===== config.mk =====
export PLATFORM = sky130hd
export DESIGN_NAME = design_multiplexer_v2
export DESIGN_NICKNAME = d
export VERILOG_FILES = /design/src/rtl/design_mux_pkg.sv /design/src/rtl/design_mux_wb_regs.sv /design/src/rtl/design_multiplexer_v2.sv
export SDC_FILE = /design/constraint.sdc
export NUM_CORES = 1
export LEC_CHECK = 0
export CELL_PAD_IN_SITES_DETAIL_PLACEMENT = 0
export CELL_PAD_IN_SITES_GLOBAL_PLACEMENT = 2
export CORE_AREA = 2 2 314 316
export DETAILED_ROUTE_END_ITERATION = 7
export DIE_AREA = 0 0 316 318
export PLACE_DENSITY_LB_ADDON = 0.1
export SETUP_SLACK_MARGIN = 0.4
export SKIP_LAST_GASP = 1
export SYNTH_ARGS = -nofsm -noshare
export SYNTH_HDL_FRONTEND = slang
export SYNTH_HIERARCHICAL = 1
export SYNTH_SLANG_ARGS = --single-unit
export TNS_END_PERCENT = 10

===== constraint.sdc =====
create_clock -name wb_clk_i -period 2 [get_ports wb_clk_i]
set_input_delay 0.4 -clock wb_clk_i [delete_from_list [all_inputs] [get_ports wb_clk_i]]
set_output_delay 0.4 -clock wb_clk_i [all_outputs]
set_load 0.01 [all_outputs]

===== src/rtl/design_mux_pkg.sv =====
// rtl/design_mux_pkg.sv - shared register indices, FSM states and pad constants for the design mux
package design_mux_pkg;

  localparam logic [2:0] REG_CTRL   = 3'd1;
  localparam logic [2:0] REG_COUNT  = 3'd2;
  localparam logic [2:0] REG_CUSTOM = 3'd3;
  localparam logic [2:0] REG_STATUS = 3'd4;

  localparam int   HOLD_W   = 8;
  localparam logic NONE_OEB = 1'b1;

  typedef enum logic {
    ACTIVE  = 1'b0,
    ISOLATE = 1'b1
  } mux_state_t;

endpackage


===== src/rtl/design_mux_wb_regs.sv =====
// rtl/design_mux_wb_regs.sv - Wishbone pipeline and config/status register file
module design_mux_wb_regs
  import design_mux_pkg::*;
#(
  parameter int SEL_W  = 4,
  parameter int HB_BIT = 25
) (
  input  logic              i_clk,
  input  logic              i_rst,
  input  logic              i_cyc,
  input  logic              i_stb,
  input  logic              i_we,
  input  logic              i_blk,
  input  logic [2:0]        i_idx,
  input  logic [31:0]       i_dat,
  output logic [31:0]       o_dat,
  output logic              o_ack,
  input  logic              i_busy,
  input  logic [HOLD_W-1:0] i_hold,
  output logic [SEL_W-1:0]  o_sel,
  output logic              o_override_act,
  output logic              o_rst_override,
  output logic [31:0]       o_custom,
  output logic              o_heartbeat,
  output logic              o_sel_wr_strobe,
  output logic [SEL_W-1:0]  o_new_sel
);

  logic              r_v1, r_blk1, r_we1, r_ack;
  logic [2:0]        r_idx1;
  logic [31:0]       r_dat1, r_dat_o;
  logic [SEL_W-1:0]  r_sel;
  logic              r_ov, r_rov, r_tick;
  logic [31:0]       r_custom, r_cnt;
  logic              w_exec, w_wr, w_rd;
  logic [31:0]       w_rdata;

  assign w_exec = r_v1 & r_blk1;
  assign w_wr   = w_exec & r_we1;
  assign w_rd   = w_exec & ~r_we1;

  always_comb begin
    w_rdata = '1;
    case (r_idx1)
      REG_CTRL:   w_rdata = 32'({r_sel, r_rov, r_ov});
      REG_COUNT:  w_rdata = r_cnt;
      REG_CUSTOM: w_rdata = r_custom;
      REG_STATUS: w_rdata = {16'h0, i_hold, 8'({r_sel, 1'b0, i_busy})};
      default:    w_rdata = '1;
    endcase
  end

  // A held strobe is only captured once: the capture and ack cycles mask it.
  always_ff @(posedge i_clk) begin
    if (i_rst) begin
      r_v1    <= 1'b0;
      r_blk1  <= 1'b0;
      r_we1   <= 1'b0;
      r_idx1  <= '0;
      r_dat1  <= '0;
      r_ack   <= 1'b0;
      r_dat_o <= '0;
    end else begin
      r_v1   <= i_cyc & i_stb & ~r_v1 & ~r_ack;
      r_blk1 <= i_blk;
      r_we1  <= i_we;
      r_idx1 <= i_idx;
      r_dat1 <= i_dat;
      r_ack  <= r_v1;
      if (w_rd) r_dat_o <= w_rdata;
    end
  end

  always_ff @(posedge i_clk) begin
    if (i_rst) begin
      r_sel    <= '0;
      r_ov     <= 1'b0;
      r_rov    <= 1'b1;
      r_custom <= '0;
      r_cnt    <= '0;
      r_tick   <= 1'b0;
    end else begin
      if (w_wr && r_idx1 == REG_CTRL) begin
        r_ov  <= r_dat1[0];
        r_rov <= r_dat1[1];
        r_sel <= r_dat1[SEL_W+1:2];
      end
      if (w_wr && r_idx1 == REG_CUSTOM) r_custom <= r_dat1;
      // Loading the counter also restarts the half-rate tick phase.
      if (w_wr && r_idx1 == REG_COUNT) begin
        r_cnt  <= r_dat1;
        r_tick <= 1'b0;
      end else begin
        r_tick <= ~r_tick;
        if (r_tick) r_cnt <= r_cnt + 32'd1;
      end
    end
  end

  assign o_dat           = r_dat_o;
  assign o_ack           = r_ack;
  assign o_sel           = r_sel;
  assign o_override_act  = r_ov;
  assign o_rst_override  = r_rov;
  assign o_custom        = r_custom;
  assign o_heartbeat     = r_cnt[HB_BIT];
  assign o_sel_wr_strobe = w_wr && (r_idx1 == REG_CTRL);
  assign o_new_sel       = r_dat1[SEL_W+1:2];

endmodule


===== src/rtl/design_multiplexer_v2.sv =====
// rtl/design_multiplexer_v2.sv - user design pad multiplexer with break-before-make switchover
module design_multiplexer_v2
  import design_mux_pkg::*;
#(
  parameter int N_DESIGNS = 8,
  parameter int IO_W      = 36,
  parameter int RST_HOLD  = 16,
  parameter int HB_BIT    = 25
) (
  input  logic                      wb_clk_i,
  input  logic                      wb_rst_i,
  input  logic                      io_in_0,
  input  logic                      wbs_cyc_i,
  input  logic                      wbs_stb_i,
  input  logic                      wbs_we_i,
  input  logic [31:0]               wbs_adr_i,
  input  logic [31:0]               wbs_dat_i,
  output logic [31:0]               wbs_dat_o,
  output logic                      wbs_ack_o,
  input  logic [N_DESIGNS*IO_W-1:0] io_out_all,
  input  logic [N_DESIGNS*IO_W-1:0] io_oeb_all,
  output logic [N_DESIGNS-1:0]      rst_design,
  output logic [IO_W+1:0]           io_out,
  output logic [IO_W+1:0]           io_oeb,
  output logic [31:0]               custom_settings,
  output logic                      sw_busy
);

  localparam int               SEL_W = $clog2(N_DESIGNS + 1);
  localparam logic [SEL_W-1:0] N_SEL = SEL_W'(N_DESIGNS);

  mux_state_t        r_state, w_state_nxt;
  logic [HOLD_W-1:0] r_hold, w_hold_nxt;
  logic [SEL_W-1:0]  w_sel, w_new_sel, w_pad_sel;
  logic              w_sel_wr_strobe, w_override_act, w_rst_override;
  logic              w_heartbeat, w_base_rst, w_busy;
  logic [IO_W-1:0]   w_slice_out [N_DESIGNS+1];
  logic [IO_W-1:0]   w_slice_oeb [N_DESIGNS+1];
  logic [IO_W-1:0]   w_design_out, w_design_oeb;
  logic              w_unused_adr;

  assign w_unused_adr = ^{wbs_adr_i[31:21], wbs_adr_i[19:5], wbs_adr_i[1:0]};

  design_mux_wb_regs #(
    .SEL_W  (SEL_W),
    .HB_BIT (HB_BIT)
  ) u_regs (
    .i_clk           (wb_clk_i),
    .i_rst           (wb_rst_i),
    .i_cyc           (wbs_cyc_i),
    .i_stb           (wbs_stb_i),
    .i_we            (wbs_we_i),
    .i_blk           (wbs_adr_i[20]),
    .i_idx           (wbs_adr_i[4:2]),
    .i_dat           (wbs_dat_i),
    .o_dat           (wbs_dat_o),
    .o_ack           (wbs_ack_o),
    .i_busy          (w_busy),
    .i_hold          (r_hold),
    .o_sel           (w_sel),
    .o_override_act  (w_override_act),
    .o_rst_override  (w_rst_override),
    .o_custom        (custom_settings),
    .o_heartbeat     (w_heartbeat),
    .o_sel_wr_strobe (w_sel_wr_strobe),
    .o_new_sel       (w_new_sel)
  );

  always_ff @(posedge wb_clk_i) begin
    if (wb_rst_i) begin
      r_state <= ACTIVE;
      r_hold  <= '0;
    end else begin
      r_state <= w_state_nxt;
      r_hold  <= w_hold_nxt;
    end
  end

  // A selection change restarts isolation from any state, so the last write always wins.
  always_comb begin
    w_state_nxt = r_state;
    w_hold_nxt  = r_hold;
    if (w_sel_wr_strobe && (w_new_sel != w_sel)) begin
      w_state_nxt = ISOLATE;
      w_hold_nxt  = HOLD_W'(RST_HOLD - 1);
    end else if (r_state == ISOLATE) begin
      if (r_hold == '0) w_state_nxt = ACTIVE;
      else              w_hold_nxt  = r_hold - 1'b1;
    end
  end

  assign w_busy     = (r_state == ISOLATE);
  assign sw_busy    = w_busy;
  assign w_base_rst = w_override_act ? w_rst_override : io_in_0;
  assign w_pad_sel  = (w_busy || (w_sel > N_SEL)) ? '0 : w_sel;

  assign w_slice_out[0] = '0;
  assign w_slice_oeb[0] = {IO_W{NONE_OEB}};

  for (genvar d = 1; d <= N_DESIGNS; d++) begin : g_slice
    assign w_slice_out[d]  = io_out_all[(d-1)*IO_W +: IO_W];
    assign w_slice_oeb[d]  = io_oeb_all[(d-1)*IO_W +: IO_W];
    assign rst_design[d-1] = (w_sel == SEL_W'(d)) & (w_base_rst | w_busy);
  end

  assign w_design_out = w_slice_out[w_pad_sel];
  assign w_design_oeb = w_slice_oeb[w_pad_sel];

  assign io_out = {w_design_out[IO_W-1:2], w_heartbeat, w_design_out[1:0], 1'b0};
  assign io_oeb = {w_design_oeb[IO_W-1:2], 1'b0, w_design_oeb[1:0], 1'b1};

endmodule


Word level (Yosys, flattened, before mapping)
Index checks and enable logic that the tools add are counted.

word-level totals
  output and inout port bits = 150
  input bits = 646
  register bits = 151

cells by class
  reductions and logical operators = 12
  $add $sub $neg = 2
  bitwise gates (word level) = 21
  muxes and demuxes = 17
  equal/unequal tests = 14
  order comparisons = 2

operator list
  cell                   number
  $bmux 36 s4            2
  $mux 36                4
  $pmux 32 s4            1
  $mux 32                2
  $add 32x1->32 const B  1
  $eq 4x3->1 const B     4
  $mux 4                 4
  $and 1x1->1            14
  $eq 4x2->1 const B     2
  $logic_not 8->1        1
  $sub 8x1->8 const B    1
  $eq 3x2->1 const B     2
  $ge 5x5->1 const B     1
  $not 1->1              5
  $not 4->5              1
  $eq 4x1->1 const B     1
  $eq 4x4->1 const B     1
  $gt 4x4->1 const B     1
  $logic_and 1x1->1      4
  $mux 1                 4
  $ne 4x4->1             1
  $reduce_and 2->1       2
  $reduce_bool 2->1      2
  $reduce_or 2->1        2
  other kinds (5)        5

Longest topological paths before layout
Gate-level depths: netlist of the first run.

  word-level depth = 7
  mapped depth = 9
  depth with buffers taken out = 6

Hierarchy
Netlist of the first run, hierarchy kept.

modules (own cells, without submodules)
  module                 instances  area an instance (µm²)  seq. area each (µm²)  cells each
  design_mux_wb_regs     1          5920.7                  2842.7                690
  design_multiplexer_v2  1          5545.3                  180.2                 801

Worst setup path after synthesis of the first run
Ideal clock, no wire load.

  path kind = register -> output
  from = register r_state, in the netlist sw_busy
  to = output port io_out[2]
  stages on the path, launching flop included = 8
  data arrival time = 1645 ps
  buffers on the path = 3
  slack = -45 ps
  cell sequence = dfxtp_1 > buf_2 > or3b_1 > buf_2 > buf_1 > nor2_1 > a221oi_1 > a22oi_1

between the ends
  word-level cells in the longest chain between the ends = 6

ends and longest elaborated chain
  what                                        RTL line                      source
  from (decl)                                 design_multiplexer_v2.sv:32   mux_state_t r_state, w_state_nxt;
  from (signal assigned)                      design_multiplexer_v2.sv:74   r_state <= w_state_nxt;
  $logic_or 1x1->1                            design_multiplexer_v2.sv:95   assign w_pad_sel = (w_busy || (w_sel > N_SEL)) ? '0 : w_sel;
  $mux 4                                      design_multiplexer_v2.sv:95
  $not 4->5 (not written as such)             design_multiplexer_v2.sv:106  assign w_design_out = w_slice_out[w_pad_sel];
  $bmux 36 s4                                 design_multiplexer_v2.sv:106
  $mux 36 (not written as such) (2 in a row)  design_multiplexer_v2.sv:106
  to (decl)                                   design_multiplexer_v2.sv:23   output logic [IO_W+1:0] io_out,

Every way passes these cells. The select of a mux whose other input is x is not followed.

Worst setup path after layout of the first run
  from = register r_state, in the netlist sw_busy
  to = output port io_oeb[7]

between the ends
  word-level cells in the longest chain between the ends = 6

ends and longest elaborated chain
  what                                        RTL line                      source
  $logic_or 1x1->1                            design_multiplexer_v2.sv:95
  $mux 4                                      design_multiplexer_v2.sv:95
  $not 4->5 (not written as such)             design_multiplexer_v2.sv:107  assign w_design_oeb = w_slice_oeb[w_pad_sel];
  $bmux 36 s4                                 design_multiplexer_v2.sv:107
  $mux 36 (not written as such) (2 in a row)  design_multiplexer_v2.sv:107
  to (decl)                                   design_multiplexer_v2.sv:24   output logic [IO_W+1:0] io_oeb,

Every way passes these cells. The select of a mux whose other input is x is not followed.

==> metrics.txt, run 1 <==
ys async rst share 0%; top-count cell post-synth nor2_1; Seq cells post-synth 151; most common library cells after synthesis 190 x nor2_1, 151 x dfxtp_1, 137 x a21oi_1, 134 x nand2_1, 95 x clkbuf_1; Clock Sinks 151; gr ovfl total 0; Peak VDD IR 0.614 mV; Power Total 8.51 mW; post-route insts no fill 3709; Area contributors post-synth dfxtp_1 26%, mux2_2 9.0%, mux2i_1 6.7%; Max Clock Skew 0.0128 ns; vias after detailed routing 15600; prevailing post-synth register cell dfxtp_1; cell area after synthesis 11500 sq um; DRC 0; setup violators final 81; Die W 316 um; Final ANT Viol Nets 0; CTS tree yes; Die H 318 um; CP peak stage delay 0.50 ns; number of global-route vias before repair 16400; CP Buf/Inv Count 4; Slew Limit Fails 0; Worst-path clk slew 0.06 ns; max layer used met5; DR vias/cell 4.21; Post-Syn Instances 1491; nature of the critical path endpoint output pin; core area 97400 sq um; cells along the critical path or3b_4, buf_12, buf_16, buf_8, o221ai_1, a31oi_1, buf_2; Min-Delay Endpoint r_hold[0]; CP max-delay cell or3b_4; IO buf count 764; Min-Delay Path Class input port to flop; share of the yosys chip area belonging to registers 26.4%; io pins 796; final hold slack 0.361 ns; Slew @ Worst Pin 0.532 ns; Initial Util 11.8%; final wirelength 103000 um; r2r setup slk 0 ns; DR iter-0 viols 732; Register Area 3040 sq um; max_cap viols 0; EDFF count, synth 0; CTS H-Tree Depth 4; total track usage 19.5%; Placed Cells 3600; final worst path period share 133%; Leakage 9.11 nW; Hold Violations, Final 0; wire length on met3 6710 um; Worst R2R Path Depth 4; final core utilization 25.3%; CP Class flop to output pin; first-pass GRT wire length 138000 um; hold depth 2; Worst Hold Launch wb_rst_i; Area Growth Syn to Fin 115%; Die Footprint 100000 sq um; Yosys top cell by area dfxtp_1; CP required 1.60 ns; relative slew slack 64.5%; Max Fclk 375 MHz; Wirelength per Cell 27.7 um; r2r endpoint u_regs/r_cnt[21]; M1 WL 43500 um; setup_tns -44.45 ns; Critical Path AT 2.26 ns; placer congestion estimate 0.904; Rows 115; worst-skew pair later-pin latency 0.45 ns; DP Wirelength 82000 um; CTS root buffer clkbuf_16; WL met2 51300 um; setup slack after layout -0.663 ns; post-synth top area share 26.4%; largest net degree at the start of global routing 48; critical path launch point type flop; initial antenna violation count 33; post-layout min period 2.66 ns; Final nets 3051; failing checks negative setup slack; Crit Reg-Reg Startpoint u_regs/r_cnt[14]; status complete, but fails checks; worst-path maximum fanout 7; Multi-input gate area 8600 sq um; Mean Syn Cell Area 7.69 sq um; RSZ-0062 raised after global routing true; Synth cell types 64; Initial DRT Pass Iterations 5; layout cell share with drive strength beyond 1 26.4%; Filler Cell Count 10600; CTS Buf Count 17; critical path's top delay family buffers and inverters; Max Buffers Root-to-Sink 2; Warnings, synthesis 6; Hold Buf Count CTS 0; Cell Pwr Density 345 nW/um^2
[worst register-to-register path: stages (launching register included)]
cell and delay [ns]:
dfxtp_1 0.37, nand4_1 0.20, or4_4 0.69, or3_1 0.40, a311oi_1 0.25
[layout make-up]
| type | instances | area share (%) |
|---|---|---|
| repair buffers | 1052 | 43.7 |
| multi-input cells | 1173 | 34.9 |
| clock buffers | 20 | 1.90 |
| well taps | 1287 | 6.52 |
| inverters | 7 | 0.106 |
| flip-flops and latches | 151 | 12.3 |
| diodes | 7 | 0.0709 |
| clock inverters | 12 | 0.568 |
[registers in the layout, indices dropped and copies added, names as in the netlist, 3 cells and up]
| signal | count |
|---|---|
| u_regs/r_idx1 | 3 |
| r_hold | 8 |
| u_regs/r_dat1 | 32 |
| u_regs/r_cnt | 32 |
| u_regs/o_custom | 32 |
| u_regs/o_dat | 32 |
| u_regs/o_sel | 4 |
[through the flow]
step	setup slack, ns	cell area [sq um]
floorplan	0.0738	11600
global placement	-0.866	22300
detailed placement	-0.885	22300
CTS	-0.707	24100
global route	-0.748	24700
finish	-0.663	24700
[worst max-delay path by stage]
| stage | startpoint | to | slack [ns] | cells after the start |
|---|---|---|---|---|
| finish | sw_busy | io_oeb[7] | -0.66 | 7 |
| global route | u_regs/o_sel[0] | io_out[16] | -0.75 | 7 |
| CTS | u_regs/o_sel[1] | io_oeb[12] | -0.71 | 6 |
| detailed placement | io_out_all[77] | io_out[7] | -0.88 | 8 |
| global placement | io_out_all[77] | io_out[7] | -0.87 | 8 |
| floorplan | sw_busy | io_out[33] | 0.07 | 7 |
[repair_timing]
item                       CTS  global route
gates resized for setup    475            86
setup buffers               38            13
setup endpoints to repair  237           250
pin swaps                   36            35
cloned                      11             8
[kinds of logic after synthesis]
kind of cell             share of synthesized area, %
multiplexers                                     15.9
AO/OA/AOI/OAI                                    26.5
adder cells (fa/ha/maj)                         0.327
buffers and inverters                            6.47
AND/OR/NAND/NOR                                  21.8
other                                          0.0655
XOR/XNOR                                         2.67
flip-flops                                       26.4
[layer usage]
metal	track usage, %	vias to the layer above
met3	4.76	83
li1	-	7383
met5	0	-
met2	34.7	480
met1	23.9	7629
met4	2.84	36
[cell usage in the layout, fill, tap and decap left out, types with 9 or more instances in the layout]
| master | n |
|---|---|
| a211o_1 | 35 |
| a211oi_1 | 29 |
| a21oi_1 | 130 |
| a221oi_1 | 32 |
| a221oi_2 | 32 |
| a221oi_4 | 10 |
| a22oi_1 | 36 |
| a31oi_1 | 36 |
| and3_1 | 9 |
| buf_12 | 59 |
| buf_16 | 11 |
| buf_2 | 60 |
| buf_4 | 188 |
| buf_6 | 23 |
| clkbuf_16 | 26 |
| clkdlybuf4s50_1 | 684 |
| dfxtp_1 | 145 |
| mux2_2 | 89 |
| mux2i_1 | 69 |
| nand2_1 | 133 |
| nand3_1 | 13 |
| nand4_1 | 14 |
| nor2_1 | 162 |
| nor2_2 | 17 |
| nor2_4 | 12 |
| nor2b_1 | 42 |
| nor3_1 | 76 |
| o221ai_1 | 16 |
| o221ai_2 | 16 |
| xnor2_1 | 13 |
| xor2_1 | 22 |
[power by group]
| part | total [mW] | switching, mW | internal (mW) |
|---|---|---|---|
| registers | 3.11 | 0.0488 | 3.06 |
| clock network | 3.44 | 1.47 | 1.96 |
| logic | 1.96 | 0.622 | 1.34 |
Note: power is estimated with default switching activity, not from simulation.
==> run 2: changes to the inputs <==
--- a/config.mk
+++ b/config.mk
@@ -10,9 +10,11 @@
 export CORE_AREA = 2 2 314 316
 export DETAILED_ROUTE_END_ITERATION = 7
 export DIE_AREA = 0 0 316 318
+export GPL_ROUTABILITY_DRIVEN = 1
 export PLACE_DENSITY_LB_ADDON = 0.1
 export SETUP_SLACK_MARGIN = 0.4
 export SKIP_LAST_GASP = 1
+export SLEW_MARGIN = 20
 export SYNTH_ARGS = -nofsm -noshare
 export SYNTH_HDL_FRONTEND = slang
 export SYNTH_HIERARCHICAL = 1
==> results of run 2 <==
No change in the layout: final DEF, timing and power equal those of run 1.
